[config.mk]
export PLATFORM = sky130hd
export DESIGN_NAME = seq_detector_param
export DESIGN_NICKNAME = d
export VERILOG_FILES = /design/src/rtl/seq_detector_pkg.sv /design/src/rtl/seq_detector_cnt.sv /design/src/rtl/seq_detector_param.sv
export SDC_FILE = /design/constraint.sdc
export NUM_CORES = 1
export LEC_CHECK = 0
export CORE_MARGIN = 5
export CORE_UTILIZATION = 25
export CTS_CLUSTER_DIAMETER = 60
export DETAILED_ROUTE_END_ITERATION = 6
export SLEW_MARGIN = 20
export SYNTH_ARGS = -nofsm -noshare
export SYNTH_HDL_FRONTEND = slang
export SYNTH_SLANG_ARGS = --single-unit
[constraint.sdc]
create_clock -name clk -period 4.4 [get_ports clk]
set_input_delay 0.44 -clock clk [delete_from_list [all_inputs] [get_ports clk]]
set_output_delay 0.44 -clock clk [all_outputs]
set_load 0.02 [all_outputs]
[src/rtl/seq_detector_pkg.sv]
// Shared types and helpers for the parametrised serial pattern detector.
package seq_detector_pkg;

    typedef enum logic {
        IDLE = 1'b0,
        RUN  = 1'b1
    } state_t;

    // Width needed to hold a length value in the range 0..pat_w.
    function automatic int len_w(input int pat_w);
        return $clog2(pat_w + 1);
    endfunction

endpackage

[src/rtl/seq_detector_cnt.sv]
// Saturating match counter: a synchronous clear takes priority over an increment.
module seq_detector_cnt
    import seq_detector_pkg::*;
#(
    parameter int CNT_W = 8
) (
    input  logic             clk,
    input  logic             rstn,
    input  logic             clr,
    input  logic             inc,
    output logic [CNT_W-1:0] cnt
);

    logic [CNT_W-1:0] cnt_r;

    // Count register: it holds at all-ones instead of wrapping.
    always_ff @(posedge clk or negedge rstn) begin
        if (!rstn) begin
            cnt_r <= '0;
        end else if (clr) begin
            cnt_r <= '0;
        end else if (inc && (cnt_r != {CNT_W{1'b1}})) begin
            cnt_r <= cnt_r + CNT_W'(1);
        end else begin
            cnt_r <= cnt_r;
        end
    end

    assign cnt = cnt_r;

endmodule

[src/rtl/seq_detector_param.sv]
// Runtime-programmable serial pattern detector with overlap control.
// Define SEQ_DETECTOR_CNT_EN to build the saturating match counter; otherwise match_cnt is tied to 0.
module seq_detector_param
    import seq_detector_pkg::*;
#(
    parameter int PAT_W = 8,
    parameter int CNT_W = 8,
    parameter int LEN_W = len_w(PAT_W)
) (
    input  logic             clk,
    input  logic             rstn,
    input  logic             in_valid,
    input  logic             in,
    input  logic             start,
    input  logic             stop,
    input  logic [PAT_W-1:0] pattern,
    input  logic [LEN_W-1:0] pat_len,
    input  logic             overlap,
    output logic             out,
    output logic             busy,
    output logic             cfg_err,
    output logic [CNT_W-1:0] match_cnt
);

    state_t           state_r, state_n;
    logic [PAT_W-2:0] history_r;
    logic [PAT_W-1:0] pattern_r, hist_next_s, mask_s;
    logic [LEN_W-1:0] len_r, fill_r, fill_n;
    logic [LEN_W:0]   fill_inc_s;
    logic             overlap_r, out_r, busy_r, cfg_err_r;
    logic             len_ok_s, arm_s, accept_s, full_s, match_s;

    // Length legality, accepted-bit qualification and the masked compare against the latched pattern.
    always_comb begin
        len_ok_s    = (pat_len != {LEN_W{1'b0}}) && (pat_len <= LEN_W'(PAT_W));
        arm_s       = start && len_ok_s;
        accept_s    = (state_r == RUN) && in_valid && !start && !stop;
        hist_next_s = {history_r, in};
        for (int i = 0; i < PAT_W; i++) begin
            mask_s[i] = (i < int'(len_r));
        end
        fill_inc_s  = {1'b0, fill_r} + (LEN_W+1)'(1);
        full_s      = (fill_inc_s >= {1'b0, len_r});
        match_s     = accept_s && full_s && (((hist_next_s ^ pattern_r) & mask_s) == {PAT_W{1'b0}});
        if (match_s && !overlap_r) begin
            fill_n = {LEN_W{1'b0}};
        end else if (full_s) begin
            fill_n = len_r;
        end else begin
            fill_n = fill_inc_s[LEN_W-1:0];
        end
    end

    // Next-state logic; start outranks stop, and an illegal start always lands in IDLE.
    always_comb begin
        state_n = state_r;
        case (state_r)
            IDLE: begin
                if (arm_s) begin
                    state_n = RUN;
                end else begin
                    state_n = IDLE;
                end
            end
            RUN: begin
                if (start) begin
                    state_n = len_ok_s ? RUN : IDLE;
                end else if (stop) begin
                    state_n = IDLE;
                end else begin
                    state_n = RUN;
                end
            end
            default: state_n = IDLE;
        endcase
    end

    // State register.
    always_ff @(posedge clk or negedge rstn) begin
        if (!rstn) begin
            state_r <= IDLE;
        end else begin
            state_r <= state_n;
        end
    end

    // Configuration latch plus history and fill tracking.
    always_ff @(posedge clk or negedge rstn) begin
        if (!rstn) begin
            pattern_r <= '0;
            len_r     <= '0;
            overlap_r <= 1'b0;
            history_r <= '0;
            fill_r    <= '0;
        end else if (arm_s) begin
            pattern_r <= pattern;
            len_r     <= pat_len;
            overlap_r <= overlap;
            history_r <= '0;
            fill_r    <= '0;
        end else if (accept_s) begin
            history_r <= hist_next_s[PAT_W-2:0];
            fill_r    <= fill_n;
        end else begin
            history_r <= history_r;
            fill_r    <= fill_r;
        end
    end

    // Registered status outputs.
    always_ff @(posedge clk or negedge rstn) begin
        if (!rstn) begin
            out_r     <= 1'b0;
            busy_r    <= 1'b0;
            cfg_err_r <= 1'b0;
        end else begin
            out_r     <= match_s;
            busy_r    <= (state_n == RUN);
            cfg_err_r <= start && !len_ok_s;
        end
    end

    assign out     = out_r;
    assign busy    = busy_r;
    assign cfg_err = cfg_err_r;

`ifdef SEQ_DETECTOR_CNT_EN
    seq_detector_cnt #(
        .CNT_W (CNT_W)
    ) u_cnt (
        .clk  (clk),
        .rstn (rstn),
        .clr  (arm_s),
        .inc  (match_s),
        .cnt  (match_cnt)
    );
`else
    assign match_cnt = {CNT_W{1'b0}};
`endif

endmodule

Word level (Yosys, flattened, before mapping)
Index checks and enable logic that the tools add are counted.
{"block": "classes", "div": 0, "magnitude_cmp": 10, "reduce_logical": 16, "n_bitwise": 3, "n_mux": 11, "n_eq_ne": 0, "add_sub_neg": 1, "mul": 0, "shifts": 0}
{"operator": "3-bit by 4-bit less-than comparator with 1-bit output, first input constant", "n": 4}
{"operator": "4-bit 2-to-1 mux", "n": 4}
{"operator": "7-bit 2-to-1 mux", "n": 2}
{"operator": "1-bit logical AND", "n": 9}
{"operator": "8-bit AND", "n": 1}
{"operator": "8-bit zero test", "n": 1}
{"operator": "1-bit by 4-bit less-than comparator with 1-bit output, first input constant", "n": 2}
{"operator": "2-bit by 4-bit less-than comparator with 1-bit output, first input constant", "n": 2}
{"operator": "8-bit bitwise XOR", "n": 1}
{"operator": "4-bit by 1-bit adder with 5-bit output, second input constant", "n": 1}
{"operator": "5-bit by 4-bit greater-or-equal comparator with 1-bit output", "n": 1}
{"operator": "4-bit <= comparator, second input constant", "n": 1}
{"operator": "1-bit zero test", "n": 4}
{"operator": "1-bit 2-to-1 mux", "n": 4}
{"operator": "4-bit nonzero test", "n": 1}
{"operator": "1-bit one-hot mux with 2 select lines", "n": 1}
{"operator": "2-bit nonzero test", "n": 1}
{"operator": "1-bit inverter", "n": 1}
{"block": "totals", "romBits": 0, "memories": 0, "mem_bits_rw": 0, "latchBits": 0, "input_bits": 19, "wordCells": 49, "reg_bits": 27}

Logic depth before layout (Yosys ltp)
{"block": "logic_depth", "ltp_word": 9, "depth_mapped": 8, "depth_no_buf": 8}

Least setup slack after synthesis
No wires, ideal clock.
{"block": "synth_path", "path_kind": "register -> register", "startpoint": "register fill_r[0]", "endpoint": "register fill_r[1]", "path_buffers": 0, "setup_ps": 122, "path_stages_with_launch": 9, "path_slack_ps": 2082, "period_less_slack_ps": 2318, "arrival_ps": 2197, "cell_sequence": "dfrtp_1 > ha_1 > xor2_1 > ha_1 > a21oi_1 > o21ai_0 > a21oi_2 > mux2_2 > a32o_1"}
{"block": "synth_via", "elab_chain_len": 8, "elab_cells_between_ends": 9}
{"element": "start: declaration", "line": "seq_detector_param.sv:28", "rtl": "logic [LEN_W-1:0] len_r, fill_r, fill_n;"}
{"element": "start signal: assignment", "line": "seq_detector_param.sv:103", "rtl": "fill_r <= fill_n;"}
{"element": "start signal: assignment", "line": "seq_detector_param.sv:106", "rtl": "fill_r <= fill_r;"}
{"element": "4-bit by 1-bit adder with 5-bit output (*)", "line": "seq_detector_param.sv:42", "rtl": "fill_inc_s = {1'b0, fill_r} + (LEN_W+1)'(1);"}
{"element": "5-bit by 4-bit greater-or-equal comparator with 1-bit output", "line": "seq_detector_param.sv:43", "rtl": "full_s = (fill_inc_s >= {1'b0, len_r});"}
{"element": "1-bit logical AND (2 in series)", "line": "seq_detector_param.sv:44", "rtl": "match_s = accept_s && full_s && (((hist_next_s ^ pattern_r) & mask_s) == {PAT_W{1'b0}});"}
{"element": "1-bit logical AND", "line": "seq_detector_param.sv:45", "rtl": "if (match_s && !overlap_r) begin"}
{"element": "4-bit 2-to-1 mux (*)", "line": "seq_detector_param.sv:45"}
{"element": "4-bit 2-to-1 mux (*)", "line": "seq_detector_param.sv:101", "rtl": "end else if (accept_s) begin"}
{"element": "4-bit 2-to-1 mux (*)", "line": "seq_detector_param.sv:95", "rtl": "end else if (arm_s) begin"}
Mark *: on every way between the ends. The rest lies on a longest branch, timed or not. The select of a mux whose other input is x is not followed.
A chain may end at the register's enable or synchronous reset.

Final worst setup path
{"block": "layout_path", "startpoint": "register fill_r[0]", "endpoint": "register fill_r[3]"}
The elaborated chain is that of the path after synthesis.

==> impl_metrics.py <==
metrics = {
    "worst_hold_path": {
        "holdCritPathClass": "input pin to asynchronous set/reset pin",
    },
    "placed_design": {
        "dpl_worst_slack_ps": 1830,
        "portBuffers": 21,
        "hpwl_um": 2120,
        "place_inst": 232,
        "globalplace.congestion": 0.743,
    },
    "logic_synthesis": {
        "post_synth.cell_area_avg_um2": 10.6,
        "yosysWarnings": 0,
        "synth.ff_latch_count": 27,
        "mappedNetlistArea_um2": 1500,
        "syn-instance-count": 142,
        "seq_area_frac_synth_pct": 44.9,
        "synth_cell_types": 29,
    },
    "layout": {
        "fin_nets": 186,
        "seq_cell_area_um2": 676,
        "insertedDiodeCount": 0,
        "synthToLayoutAreaGrowth_pct": 19.4,
        "layout-drive-gt1-share_pct": 16.8,
        "fillers": 647,
        "layoutNonFillerInstCount": 236,
        "multi_input_comb_area_um2": 737,
    },
    "detailed_routing": {
        "wl_per_cell_um": 12.3,
        "drt_first_pass_iters": 4,
        "detail-route-antenna-nets": 0,
        "viasPerCell": 4.41,
        "detail_route.drc_violations": 0,
        "first_iter_violations": 68,
        "routed-via-count": 1040,
        "totalWireLength_um": 2890,
    },
    "global_route": {
        "vias_in_the_first_global_route": 974,
        "grt.met2_usage_pct": 12.7,
        "grt_overflow": 0,
        "busiest_layer": "met2",
        "globalRouteMet3Util_pct": 2.45,
        "grt_use_met1_pct": 9.97,
        "grt_use_total_pct": 7.68,
        "grt_first_pass_wirelength_um": 4710,
        "grt_start_max_net_pins": 28,
        "initial_antenna_violation_count": 0,
    },
    "die": {
        "fp.dieArea_um2": 7670,
        "die-width_um": 87.6,
        "floorplan.core_area_um2": 5890,
        "die-height_um": 87.6,
        "io_pins": 30,
        "num_rows": 28,
        "initial_core_utilization_pct": 25.6,
    },
    "timing": {
        "fin_crit_sh_pct": 57.4,
        "unrepaired_setup_endpoints_after_global_routing": "no",
        "fin_crit_ps": 2520,
        "finClkSkew_ps": 3.85,
        "slew_headroom_pct": 46.8,
        "worst_slew_pin_slew_ps": 796,
        "slew_violations": 0,
        "setup_tns_ps": 0,
        "max_freq_mhz": 396,
        "finalSetupViolations": 0,
        "hold_violations": 0,
        "final.setup.worst_slack_ps": 1880,
    },
    "clock_network": {
        "postCtsHoldBufs": 0,
        "post_cts.resized_instances": 0,
        "cts.htree.levels": 1,
        "tritoncts": "built",
        "worst_setup_hold_path_clk_slew_ps": 90,
        "ctsRootBufferMaster": "sky130_fd_sc_hd__clkbuf_8",
        "post_cts.repair.setup_buffers": 0,
        "cts-buffers-inserted": 3,
        "clock_latency_ps": 270,
        "clock_sinks": 27,
        "clock_path_buffers": 2,
    },
    "critical_path": {
        "cp_common_cell": "sky130_fd_sc_hd__ha_1",
        "critPathLaunchType": "flip-flop",
        "data_required_time_of_the_worst_path_ps": 4570,
        "cp.arrival_ps": 2690,
        "crit_path_top_delay_cell": "sky130_fd_sc_hd__dfrtp_1",
        "worst_r2r_endpoint": "fill_r[3]",
        "cp_max_fo": 7,
        "crit_chain": "ha_1, xor2_1, ha_1, a21oi_1, o21ai_0, a21oi_2, mux2_2, a32o_1",
        "setup.worst_path.end_class": "flip-flop",
        "reg2reg_from": "fill_r[0]",
        "criticalPathCategory": "flip-flop to flip-flop",
        "regToRegSetupSlack_ps": 1880,
        "timing.critical_path.slowest_cell_delay_ps": 440,
        "ff2ff_path_depth": 8,
    },
    "run_status": {
        "outcome": "finished, final reports clean",
    },
    "pwr": {
        "power_density_nw_per_um2": 332,
        "max-vdd-ir-drop_uv": 208,
        "cellLeakagePower_nw": 0.742,
    },
    "job": {
        "drv_cap": 0,
    },
}
## power by group
part | internal (mW) | total (mW) | switching [mW]
Combinational | 0.0829 | 0.153 | 0.0701
Sequential | 0.273 | 0.302 | 0.0293
Clock | 0.0649 | 0.141 | 0.0762
## cells in the final DEF (no fill, tap or decap), types with 4 or more instances in the layout
cell	n
sky130_fd_sc_hd__dfrtp_1	27
sky130_fd_sc_hd__inv_1	5
sky130_fd_sc_hd__ha_1	5
sky130_fd_sc_hd__clkdlybuf4s50_1	21
sky130_fd_sc_hd__o21ai_0	10
sky130_fd_sc_hd__nor2_1	4
sky130_fd_sc_hd__a21oi_1	7
sky130_fd_sc_hd__conb_1	8
sky130_fd_sc_hd__xnor2_1	10
sky130_fd_sc_hd__nand2_1	16
sky130_fd_sc_hd__mux2_2	14
## cell usage after synthesis (all sizes together)
cell	number	share of area, %
o21ai	10	3.3
nand3	3	1.0
nor3	3	1.3
nand2b	3	1.2
mux2i	2	1.3
a32o	4	2.7
o22ai	3	1.2
inv	5	1.2
conb	1	0.25
nand4bb	1	1.1
a211oi	1	0.50
nand2	16	4.0
xor2	1	0.58
nor2b	2	0.83
a21oi	8	2.9
nor4	1	1.4
mux2	14	10
dfrtp	27	45
ha	5	4.2
nor2	4	1.0
a31o	2	1.2
xnor2	10	5.8
buf	15	6.9
nor3b	1	0.50
## registers in the layout (all words and copies together) (netlist names)
register   cells
pattern_r      8
len_r          4
history_r      7
out            1
fill_r         4
overlap_r      1
cfg_err        1
busy           1
## worst max path at each step
stage	startpoint	cells after the start	slack (ps)	end
2_1_floorplan	fill_r[0]	8	2080	fill_r[1]
3_3_place_gp	pat_len[0]	5	1850	pattern_r[6]
3_5_place_dp	pat_len[0]	5	1830	pattern_r[5]
4_1_cts	fill_r[0]	8	1860	fill_r[3]
5_1_grt	fill_r[0]	8	1700	fill_r[1]
6_report	fill_r[0]	8	1880	fill_r[3]
## per-layer routing
metal | part of all wire (%) | vias to the layer above
met5 | 0 | -
met4 | 0.45 | 0
met3 | 6.4 | 2
met2 | 47 | 27
met1 | 46 | 499
li1 | - | 512
## metrics by stage
stage          area [um^2]  total power [mW]  util, %  hold slack, ps
6_report              1800             0.596     30.5             527
5_1_grt               1800             0.635     30.5             547
4_1_cts               1800             0.606     30.5             526
3_5_place_dp          1750             0.461     29.7             496
3_3_place_gp          1750             0.459     29.7             496
2_1_floorplan         1530             0.423        -             144
## cells by family (layout without fill, tap and decap cells)
logic type                 Yosys count  in the layout  share of synthesized area, %
buffers and inverters               20             32                          8.15
and+or+nand+nor                     34             34                          12.4
other                                1              8                         0.249
DFF                                 27             27                          44.9
adders and majority gates            5              5                          4.16
xor gates and xnor gates            11             11                          6.41
AOI/OAI and AO/OA                   28             28                          11.9
muxes                               16             16                          11.8
## critical path, delay by kind of cell (launching register included)
family / cells / cell delay, ps
XOR/XNOR: 1 / 180
flip-flops: 1 / 440
adder cells (fa/ha/maj): 2 / 570
AO/OA/AOI/OAI: 4 / 850
multiplexers: 1 / 380
## cell type report
class	count	share of cell area (%)
sequential	27	37.6
tap	75	5.23
multi-input combinational	102	41.0
inverter	5	1.05
timing repair buffer	23	12.5
clock buffer	4	2.51
(Power assumes the default switching activity.)
==> variant 1: new RTL, same settings <==
Add an input register stage for `pat_len`; this delays it by one clock. The other inputs are not delayed to match.
--- a/src/rtl/seq_detector_param.sv
+++ b/src/rtl/seq_detector_param.sv
@@ -22,6 +22,12 @@
     output logic [CNT_W-1:0] match_cnt
 );
 
+    logic [LEN_W-1:0] pat_len_q;
+
+    always_ff @(posedge clk) begin
+        pat_len_q <= pat_len;
+    end
+
     state_t           state_r, state_n;
     logic [PAT_W-2:0] history_r;
     logic [PAT_W-1:0] pattern_r, hist_next_s, mask_s;
@@ -32,7 +38,7 @@
 
     // Length legality, accepted-bit qualification and the masked compare against the latched pattern.
     always_comb begin
-        len_ok_s    = (pat_len != {LEN_W{1'b0}}) && (pat_len <= LEN_W'(PAT_W));
+        len_ok_s    = (pat_len_q != {LEN_W{1'b0}}) && (pat_len_q <= LEN_W'(PAT_W));
         arm_s       = start && len_ok_s;
         accept_s    = (state_r == RUN) && in_valid && !start && !stop;
         hist_next_s = {history_r, in};
@@ -94,7 +100,7 @@
             fill_r    <= '0;
         end else if (arm_s) begin
             pattern_r <= pattern;
-            len_r     <= pat_len;
+            len_r     <= pat_len_q;
             overlap_r <= overlap;
             history_r <= '0;
             fill_r    <= '0;
Function: changed (a bounded check fails within 4 cycles, from zero or initial values and one cycle with rstn low).
==> variant 1 against the original RTL <==
Hold slack worse by 34 ps. Cell area increased by 8.1%. Sequential cell count up 4. Count of clock-buffer cells in the layout grew 4. Worst setup slack improved by 340 ps. Utilization up 0.23 points. Highest routed layer unchanged. Die area rose by 6.0%. Wire length rose by 6.9%. Total power increased by 22%. Area after synthesis up 6.8%.
==> variant 1: results (changes against the original RTL) <==
yosys-top-cells-count: "dfrtp_1, nand2_1, mux2_1, nand3_1"
p_int_uw: 530  # +26%
firstDrtPassIters: 4  # unchanged
htree_levels: 2  # +1
grt_start_max_net_pins: 28  # unchanged
ctsResizeCount: 0  # unchanged
cts_root_buf: "clkbuf_8"
min-delay-start: "pat_len_q[2]$_DFF_P_"
drive_gt1_share_pct: 11.0  # -5.7 points
status: "completed"
vias: 1117  # +7.4%
fin_skew_ps: 5.34  # +1.49 ps
seq_area_frac_synth_pct: 47.0  # +2.1 points
synth_most_common_cell: "dfrtp_1"
wl_per_cell_microns: 12.4  # +1.4%
cp.arrival_ps: 2380  # -310 ps
synth-warning-count: 0  # unchanged
drtIter0Drc: 48  # -29%
dp_hpwl_mm: 2.31  # +9.0%
layout.nets: 195  # +4.8%
cts-buffers-inserted: 5  # +2
diodes: 0  # unchanged
path_clk_slew_ps: 60  # -30 ps
worst_path_dominant_cell_family: "compound AO/OA/AOI/OAI gates"
dp_cells: 241  # +3.9%
holdPathStages: 1
via_per_inst: 4.49  # +1.8%
portBuffers: 21  # unchanged
crit_slowest_cell: "dfrtp_1"
post-place-ws_ps: 2210  # +383 ps
min_to: "len_r[2]$_DFFE_PN0P_"
global_route.usage.total_pct: 7.68  # about the same
cts_buffer_depth: 2  # unchanged
synth_cells: 148  # +4.2%
path_max_fanout: 5  # -2
p_leak_nw: 0.853  # +15%
post_cts_buffers: 0  # unchanged
r2r_start: "fill_r[0]$_DFFE_PN0P_"
drv_slew: 0  # unchanged
grt_antenna_before_repair: 0  # unchanged
synthArstFlopShare_pct: 87.1  # -13 points
whs_ps: 493  # -33.9 ps
vdd_drop_max_mv: 0.225  # +8.0%
synthTopCellsByArea: "dfrtp_1, mux2_1, dfxtp_1"
worstSkewPairLatency_ps: 270  # about the same
largest_registers: "pattern_r: 8 flops, history_r: 7 flops"
max_stage_delay_ps: 450
tns_ps: 0  # unchanged
timing.rr.end: "fill_r[1]$_DFFE_PN0P_"
reg2reg_depth: 8  # unchanged
gp_congestion: 0.801  # +7.8%
grt_pass1_wl_mm: 5.22  # +11%
ys_types: 36  # +24%
hp-class: "reg2reg"
## variant 1: cell types whose count changed after synthesis, sizes merged, moves of 2 or more
cell	change
nand3	+8
o21ai	-5
a32o	-4
dfxtp	+4
nand2	+3
o2bb2ai	+3
a31o	-2
buf	-2
mux2	-2
mux2i	+2
nand2b	-2
## variant 1: worst max-delay path by stage
stage                          start                     to  slack (ps)
6_report       fill_r[0]$_DFFE_PN0P_  fill_r[1]$_DFFE_PN0P_        2210
5_1_grt        fill_r[0]$_DFFE_PN0P_  fill_r[1]$_DFFE_PN0P_        2080
4_1_cts        fill_r[0]$_DFFE_PN0P_  fill_r[1]$_DFFE_PN0P_        2210
3_5_place_dp   fill_r[0]$_DFFE_PN0P_  fill_r[1]$_DFFE_PN0P_        2210
3_3_place_gp   fill_r[0]$_DFFE_PN0P_  fill_r[2]$_DFFE_PN0P_        2230
2_1_floorplan  fill_r[0]$_DFFE_PN0P_  fill_r[0]$_DFFE_PN0P_        2410
## variant 1: through the flow
step,cell area [sq um],power (mW)
after floorplan,1630,0.456
after global placement,1840,0.493
after detailed placement,1840,0.495
after CTS,1940,0.740
after global routing,1940,0.772
final,1940,0.729
## variant 1: area by class of cell
class / count / area [sq um]
Inverter: 5 / 18.8
Clock buffer: 8 / 100
Tap cell: 77 / 96.3
Timing Repair Buffer: 22 / 218
Fill cell: 657 / 4370
Multi-Input combinational cell: 106 / 752
Sequential cell: 31 / 756
## variant 1: power groups by stage
| stage | logic [mW] | clock network [mW] | registers (mW) |
|---|---|---|---|
| global route | 0.163 | 0.262 | 0.347 |
| floorplan | 0.118 | 0 | 0.338 |
| finish | 0.146 | 0.241 | 0.342 |
| CTS | 0.148 | 0.249 | 0.343 |
| detailed placement | 0.147 | 0 | 0.348 |
| global placement | 0.146 | 0 | 0.347 |
## variant 1: layer usage
| metal | track usage (%) | part of all wire [%] | vias to the layer above |
|---|---|---|---|
| li1 | - | - | 540 |
| met1 | 9.80 | 45 | 545 |
| met2 | 13.0 | 49 | 28 |
| met3 | 2.17 | 5.1 | 4 |
| met4 | 1.49 | 0.65 | 0 |
| met5 | 0 | 0 | - |
## variant 1: kinds of logic (layout without fill, tap and decap cells)
| logic type | after synthesis | after routing | share of synthesized area, % |
|---|---|---|---|
| other | 1 | 8 | 0.233 |
| muxes | 16 | 16 | 10.9 |
| and+or+nand+nor | 43 | 43 | 14.0 |
| buffers and inverters | 18 | 35 | 7.79 |
| adders and majority gates | 5 | 5 | 3.89 |
| DFF | 31 | 31 | 47.0 |
| xor gates and xnor gates | 11 | 11 | 6.46 |
| AOI/OAI and AO/OA | 23 | 23 | 9.66 |
==> variant 2: new RTL, same settings <==
Made on the original files. Add a define of `SEQ_DETECTOR_CNT_EN`.
--- a/src/rtl/seq_detector_param.sv
+++ b/src/rtl/seq_detector_param.sv
@@ -1,5 +1,7 @@
 // Runtime-programmable serial pattern detector with overlap control.
 // Define SEQ_DETECTOR_CNT_EN to build the saturating match counter; otherwise match_cnt is tied to 0.
+`define SEQ_DETECTOR_CNT_EN
+
 module seq_detector_param
     import seq_detector_pkg::*;
 #(
Check against the original RTL: not equivalent (Yosys sat finds a counterexample within 4 cycles, from zero or initial values and one cycle with rstn low).
==> variant 2 against the original RTL <==
Global-route usage up 2.1 points. Sequential share of layout area is 2.1 points lower. Via count is 48% higher. Largest power group unchanged. Sequential cell count rose by 8. Hold slack lost 14 ps. Critical endpoint is now u_cnt.cnt[0]$_DFFE_PN0P_. Fmax down 6.4%. Sequential power rose by 25%. Cell area up 37%. Critical path depth down 2. Area after synthesis up 31%. Worst setup slack lost 170 ps. Wire length rose by 52%. Total power increased by 41%.
==> variant 2: results (changes against the original RTL) <==
syn_avg_cell_area_sq_um: 10.1  # -4.5%
yosys-top-cells-count: "dfrtp_1, nand2_1, nand3_1, mux2_2, mux2i_1"
p_seq_uw: 376  # +25%
drive_gt1_share_pct: 12.1  # -4.7 points
max_stage_delay_ps: 700  # +260 ps
p_leak_nw: 1.08  # +45%
grt_pass1_wl_mm: 7.86  # +67%
holdPathStages: 2
fin_crit_ps: 2700  # +173 ps
grt_pass1_vias: 1643  # +69%
global_route.usage.total_pct: 9.79  # +2.1 points
dp_cells: 318  # +37%
comb-power_uw: 175  # +14%
diodes: 0  # unchanged
fill_cells: 810  # +25%
crit_end: "u_cnt.cnt[0]$_DFFE_PN0P_"
tightest_slew_ps: 734  # -62.1 ps
portBuffers: 29  # +38%
drtIter0Drc: 122  # +79%
post_cts_buffers: 0  # unchanged
htree_levels: 2  # +1
reg2reg_depth: 7  # -1
cp.arrival_ps: 2900  # +210 ps
swShare_pct: 29.1  # -0.38 points
worst_path_dominant_cell_family: "simple AND/OR/NAND/NOR gates"
critPathLaunch: "start"
routed_wl_mm: 4.41  # +52%
grt_start_max_net_pins: 36  # +29%
crit_slowest_cell: "nand4bb_1"
vdd_drop_max_mv: 0.169  # -19%
vias: 1540  # +48%
path_max_fanout: 17  # +10
worstSkewPairLatency_ps: 290  # +20 ps
post-place-ws_ps: 1390  # -437 ps
ys_types: 43  # +48%
seq_area_frac_synth_pct: 44.4  # -0.54 points
synth_compound_area_share_pct: 10.6  # -1.3 points
r2r_slack_ps: 1900  # +20 ps
path_clk_slew_ps: 70  # -20 ps
muxShareOfSynthArea_pct: 11.9  # +0.11 points
multi_input_area_sq_um: 1020  # +39%
firstDrtPassIters: 5  # +1
final_cells: 326  # +38%
synthXorXnorAreaFrac_pct: 4.88  # -1.5 points
place_area_sq_um: 2350  # +34%
cts-buffers-inserted: 5  # +2
fin_skew_ps: 3.91  # +0.0573 ps
layout.nets: 248  # +33%
synth_fa_ha_area_share_pct: 3.80  # -0.36 points
status: "completed"
p_clk_uw: 290  # +110%
hp-class: "reg2reg"
dp_hpwl_mm: 3.21  # +52%
synthTopCellsByArea: "dfrtp_1, mux2_2, nand2_1"
synthArstFlopShare_pct: 100  # unchanged
gp_congestion: 0.760  # +2.2%
[variant 2: cell count changes in the layout (fill, tap and decap cells not counted), moves of 7 or more]
cell / delta
nand3_1: +11
clkdlybuf4s50_1: +8
mux2i_1: +8
dfrtp_1: +8
nand2_1: +11
xor2_1: +8
xnor2_1: -8
nor4_1: +7
conb_1: -8
[variant 2: final cells by class]
| type | count | area share [%] |
|---|---|---|
| multi-input combinational | 144 | 41.5 |
| timing repair buffer | 31 | 12.4 |
| clock inverter | 3 | 1.78 |
| tap | 102 | 5.18 |
| clock buffer | 5 | 2.79 |
| sequential | 35 | 35.5 |
| inverter | 6 | 0.913 |
[variant 2: tightest hold or removal path, stage by stage, from the launching register on]
cell,delay (ps)
dfrtp_1,380
nand2_1,60
nand2_1,50
[variant 2: layer usage]
layer	part of all wire, %	wire [microns]	GRT usage, %
met1	46	2030	12.5
met2	49	2170	15.9
met3	3.3	145	2.34
met4	1.4	61	3.89
met5	0	0	0
